[config.mk]
export PLATFORM = sky130hd
export DESIGN_NAME = mlp_layer_sequencer
export DESIGN_NICKNAME = d
export VERILOG_FILES = /design/src/rtl/mlp_layer_sequencer.sv
export SDC_FILE = /design/constraint.sdc
export NUM_CORES = 1
export LEC_CHECK = 0
export ABC_CLOCK_PERIOD_IN_PS = 3500
export CORE_MARGIN = 4
export CORE_UTILIZATION = 55
export DETAILED_ROUTE_END_ITERATION = 16
export HOLD_SLACK_MARGIN = 0.02
export PLACE_DENSITY = 0.85
export SYNTH_ARGS = -nofsm -noshare
export SYNTH_HDL_FRONTEND = slang
export SYNTH_SLANG_ARGS = --single-unit
export TNS_END_PERCENT = 20
[constraint.sdc]
create_clock -name clk -period 3.5 [get_ports clk]
set_clock_uncertainty 0.05 [all_clocks]
set_input_delay 0.35 -clock clk [delete_from_list [all_inputs] [get_ports clk]]
set_output_delay 0.35 -clock clk [all_outputs]
set_load 0.02 [all_outputs]
[src/rtl/mlp_layer_sequencer.sv]
// Sequences NUM_LAYERS linear layers through one shared engine with ping-pong activation buffers.
// Optional per-layer RUN watchdog enabled by defining MLP_SEQ_TIMEOUT_EN.
module mlp_layer_sequencer #(
  parameter int NUM_LAYERS     = 2,
  parameter int TIMEOUT_CYCLES = 1024
) (
  input  logic        clk,
  input  logic        rst,
  input  logic        enable,
  input  logic        abort,
  input  logic        layer_done,
  output logic        layer_rst,
  output logic        layer_enable,
  output logic [3:0]  layer_idx,
  output logic        buf_sel,
  output logic        busy,
  output logic        done,
  output logic        error,
  output logic [31:0] cycles
);

  typedef enum logic [2:0] {S_IDLE, S_LRST, S_RUN, S_NEXT, S_DONE} state_t;

  localparam logic [3:0] LAST_IDX = 4'(NUM_LAYERS - 1);

  state_t      r_state;
  state_t      w_next_state;
  logic [3:0]  r_layer_idx;
  logic        r_buf_sel;
  logic [31:0] r_cycles;
  logic        r_rst_pulse;
  logic        w_timeout;

  always_ff @(posedge clk) begin
    if (rst) r_state <= S_IDLE;
    else     r_state <= w_next_state;
  end

  always_comb begin
    w_next_state = r_state;
    case (r_state)
      S_IDLE: if (enable) w_next_state = S_LRST;
      S_LRST: w_next_state = abort ? S_IDLE : S_RUN;
      S_RUN: begin
        if (abort)           w_next_state = S_IDLE;
        else if (layer_done) w_next_state = (r_layer_idx < LAST_IDX) ? S_NEXT : S_DONE;
        else if (w_timeout)  w_next_state = S_DONE;
      end
      S_NEXT: w_next_state = abort ? S_IDLE : S_LRST;
      S_DONE: if (!enable) w_next_state = S_IDLE;
      default: w_next_state = S_IDLE;
    endcase
  end

  // Engine reset pulse covers reset and the cycle after an abort; layer bank/buffer advance in NEXT.
  always_ff @(posedge clk) begin
    if (rst) begin
      r_layer_idx <= '0;
      r_buf_sel   <= 1'b0;
      r_cycles    <= '0;
      r_rst_pulse <= 1'b1;
    end else begin
      r_rst_pulse <= 1'b0;
      case (r_state)
        S_IDLE: begin
          if (enable) begin
            r_layer_idx <= '0;
            r_buf_sel   <= 1'b0;
            r_cycles    <= '0;
          end
        end
        S_RUN: begin
          if (r_cycles != 32'hFFFF_FFFF) r_cycles <= r_cycles + 32'd1;
          if (abort) begin
            r_layer_idx <= '0;
            r_buf_sel   <= 1'b0;
            r_rst_pulse <= 1'b1;
          end
        end
        S_LRST, S_NEXT: begin
          if (abort) begin
            r_layer_idx <= '0;
            r_buf_sel   <= 1'b0;
            r_rst_pulse <= 1'b1;
          end else if (r_state == S_NEXT) begin
            r_layer_idx <= r_layer_idx + 4'd1;
            r_buf_sel   <= ~r_buf_sel;
          end
        end
        default: ;
      endcase
    end
  end

`ifdef MLP_SEQ_TIMEOUT_EN
  logic [31:0] r_wdog;
  logic        r_error;

  assign w_timeout = (r_state == S_RUN) && (r_wdog == 32'(TIMEOUT_CYCLES - 1));

  always_ff @(posedge clk) begin
    if (rst || r_state == S_LRST) r_wdog <= '0;
    else if (r_state == S_RUN)    r_wdog <= r_wdog + 32'd1;
  end

  // A timeout that coincides with layer_done or abort is not an error.
  always_ff @(posedge clk) begin
    if (rst) begin
      r_error <= 1'b0;
    end else begin
      case (r_state)
        S_IDLE:  if (enable) r_error <= 1'b0;
        S_RUN:   if (w_timeout && !layer_done && !abort) r_error <= 1'b1;
        S_DONE:  if (!enable) r_error <= 1'b0;
        default: ;
      endcase
    end
  end

  assign error = r_error;
`else
  assign w_timeout = 1'b0;
  assign error     = 1'b0;
`endif

  assign layer_rst    = r_rst_pulse || (r_state == S_LRST);
  assign layer_enable = (r_state == S_RUN);
  assign layer_idx    = r_layer_idx;
  assign buf_sel      = r_buf_sel;
  assign busy         = (r_state == S_LRST) || (r_state == S_RUN) || (r_state == S_NEXT);
  assign done         = (r_state == S_DONE);
  assign cycles       = r_cycles;

endmodule

==> flow_metrics.env <==
export IMPL_clk_latency_ns=0.30
export IMPL_criticalPathCategory="reg -> reg"
export IMPL_yosysWarnings=0
export IMPL_synth_seq_area_share_pct=36.5
export IMPL_cts_buffers=5
export IMPL_setup_violations_final=0
export IMPL_antenna_found_initial=0
export IMPL_max_freq_mhz=369
export IMPL_irDropWorstVdd_uv=310
export IMPL_clkTransAtPathRegs_ns=0.08
export IMPL_comb_power_share_pct=10.8
export IMPL_cp_start_kind="register"
export IMPL_cp_required_ns=3.60
export IMPL_synthCells=274
export IMPL_port_buffers=45
export IMPL_p_leak_nw=0.943
export IMPL_wl_per_cell_um=16.5
export IMPL_dpl_hpwl_um=4190
export IMPL_gp_congestion=0.864
export IMPL_rsz0062_at_grt="false"
export IMPL_area_delta_synth_final_pct=25.6
export IMPL_routed_wl_um=6010
export IMPL_pin_count=47
export IMPL_ys_ff_latch=41
export IMPL_fp_row_count=22
export IMPL_grt_pass1_wl_um=10000
export IMPL_tritoncts="yes"
export IMPL_instances_no_fill=364
export IMPL_synth_fa_ha_area_share_pct=1.67
export IMPL_tightest_slew_ns=0.679
export IMPL_path_max_fanout=18
export IMPL_cts_hold_buf=0
export IMPL_synth_simple_area_share_pct=26.9
export IMPL_start_util_pct=59.2
export IMPL_cpMaxStageDelayCell="a21o_1"
export IMPL_firstDrtPassIters=5
export IMPL_maxCapViolCount=0
export IMPL_p_seq_share_pct=49.0
export IMPL_post_cts_buffers=0
export IMPL_synth_area_mux_share_pct=0.945
export IMPL_status="finished, final reports clean"
export IMPL_antenna_cells=0
export IMPL_synth_fp_nets=282
export IMPL_clockBufferDepth=2
export IMPL_final_common_cell="clkdlybuf4s50_1"
export IMPL_switchingPower_mw=0.239
export IMPL_core_area_um2=3800
export IMPL_dp_cells=356
export IMPL_synth_edf_count=0
export IMPL_path_cells="or3b_1 > inv_2 > and4_1 > a311oi_2 > a21o_1 > a31oi_1"
export IMPL_die_y_um=72.0
export IMPL_setup_worst_path_end_class="register"
export IMPL_drt_iter0_markers=322
export IMPL_timing_setup_tns_ns=0
export IMPL_ant_nets=0
export IMPL_finalMaxSlewViolations=0
export IMPL_die_x_um=72.0
export IMPL_ys_async_sr_fraction_pct=0
export IMPL_via_count=2357
export IMPL_cts_resized=0
export IMPL_min_path_type="reg -> reg"
export IMPL_min_period_over_period_pct=77.4
export IMPL_htree_levels=2
export IMPL_hold_violations=0
export IMPL_synth_xor_area_share_pct=1.95
export IMPL_swShare_pct=24.2
export IMPL_synth_cell_types=51
export IMPL_fill_cells=328
export IMPL_power_frac_clock_pct=40.2
export IMPL_grt_max_degree=19
export IMPL_grt_pass1_vias=2107
export IMPL_worst_ep_arrival_time_ns=2.81
export IMPL_dieArea_um2=5180
export IMPL_viasPerCell=6.48
export IMPL_avgSynthCellArea_um2=8.21
export IMPL_overflow=0
export IMPL_fin_crit_ns=2.71
export IMPL_cts_sinks=41
export IMPL_powerDensity_nw_per_um2=350
export IMPL_drc=0
export IMPL_relSlewSlack_pct=54.7
export IMPL_drive_gt1_share_pct=6.33
export IMPL_slowest_delay_ns=0.63
export IMPL_p_int_mw=0.750
export IMPL_layout_common_cells="45 x clkdlybuf4s50_1, 41 x dfxtp_1, 25 x a21oi_1"
export IMPL_synth_top_family_by_area="compound AO/OA/AOI/OAI gates"
export IMPL_synth_compound_area_share_pct=27.1
export IMPL_synthFlopType="dfxtp_1"
export IMPL_syn_cell_area_um2=2250
export IMPL_nNetsFinal=323
export IMPL_postLayoutCoreUtil_pct=74.4
export IMPL_cts_root_buf="clkbuf_8"
export IMPL_grt_use_total_pct=24.1
[path summary, 6_finish.rpt]
path / from / end / slack, ns / cells past startpoint
worst max-delay path: r_state[0] / cycles[15] / 0.79 / 6
worst min-delay path: cycles[29] / cycles[29] / 0.45 / 1
worst max register to register: r_state[0] / cycles[15] / 0.79 / 6
worst min register to register: cycles[29] / cycles[29] / 0.45 / 1
[per-layer routing]
metal | part of all wire (%) | GRT usage (%) | wire [um]
met1 | 45 | 33.0 | 2730
met2 | 45 | 36.6 | 2730
met3 | 7.7 | 7.06 | 465
met4 | 1.5 | 7.31 | 89
met5 | 0 | 0 | 0
[flip-flops by register name, indices dropped and copies added (netlist names)]
register / flops
r_rst_pulse: 1
buf_sel: 1
layer_idx: 4
r_state: 3
cycles: 32
[metrics by stage]
stage | area (um^2) | total power, mW | setup slack [ns] | hold slack [ns]
final | 2830 | 0.989 | 0.790 | 0.447
after global routing | 2830 | 1.02 | 0.620 | 0.480
after CTS | 2830 | 0.989 | 0.881 | 0.445
after detailed placement | 2710 | 0.601 | 0.903 | 0.429
after global placement | 2710 | 0.599 | 0.981 | 0.413
after floorplan | 2250 | 0.568 | 1.31 | 0.379
[critical path: cells and delay by family, from the launching register on]
kind / cells / cell delay (ns)
and+or+nand+nor: 2 / 0.53
buffers and inverters: 1 / 0.14
AOI/OAI and AO/OA: 3 / 1.25
DFF: 1 / 0.59
[synth_stat cells, types with 7 or more instances]
| library cell | n | area, um^2 |
|---|---|---|
| clkbuf_1 | 10 | 37.5 |
| a31oi_1 | 20 | 125 |
| nor2_1 | 22 | 82.6 |
| o21ai_0 | 12 | 60.1 |
| nand3_1 | 7 | 35.0 |
| nand2b_1 | 7 | 43.8 |
| nand4_1 | 14 | 87.6 |
| nand2_1 | 21 | 78.8 |
| a21oi_1 | 25 | 125 |
| dfxtp_1 | 41 | 821 |
[layout make-up]
type	instances	area, um^2	area share (%)
Inverter	7	26.3	0.930
Multi-Input combinational cell	211	1320	46.8
Timing Repair Buffer	49	480	17.0
Clock inverter	1	30.0	1.06
Sequential cell	41	821	29.1
Clock buffer	7	86.3	3.06
Tap cell	48	60.1	2.13
[cells by family (layout without fill, tap and decap cells)]
kind of cell | count (synthesis) | in the layout
AOI/OAI and AO/OA | 92 | 92
xor gates and xnor gates | 5 | 5
adders and majority gates | 3 | 3
buffers and inverters | 22 | 64
DFF | 41 | 41
muxes | 2 | 2
other | 1 | 1
and+or+nand+nor | 108 | 108
[power groups by stage]
stage	clock [mW]	sequential, mW	combinational [mW]
2_1_floorplan	0	0.495	0.0732
3_3_place_gp	0	0.495	0.104
3_5_place_dp	0	0.495	0.106
4_1_cts	0.399	0.484	0.106
5_1_grt	0.419	0.486	0.117
6_report	0.398	0.484	0.107
Power figures use the tool's default switching activity.
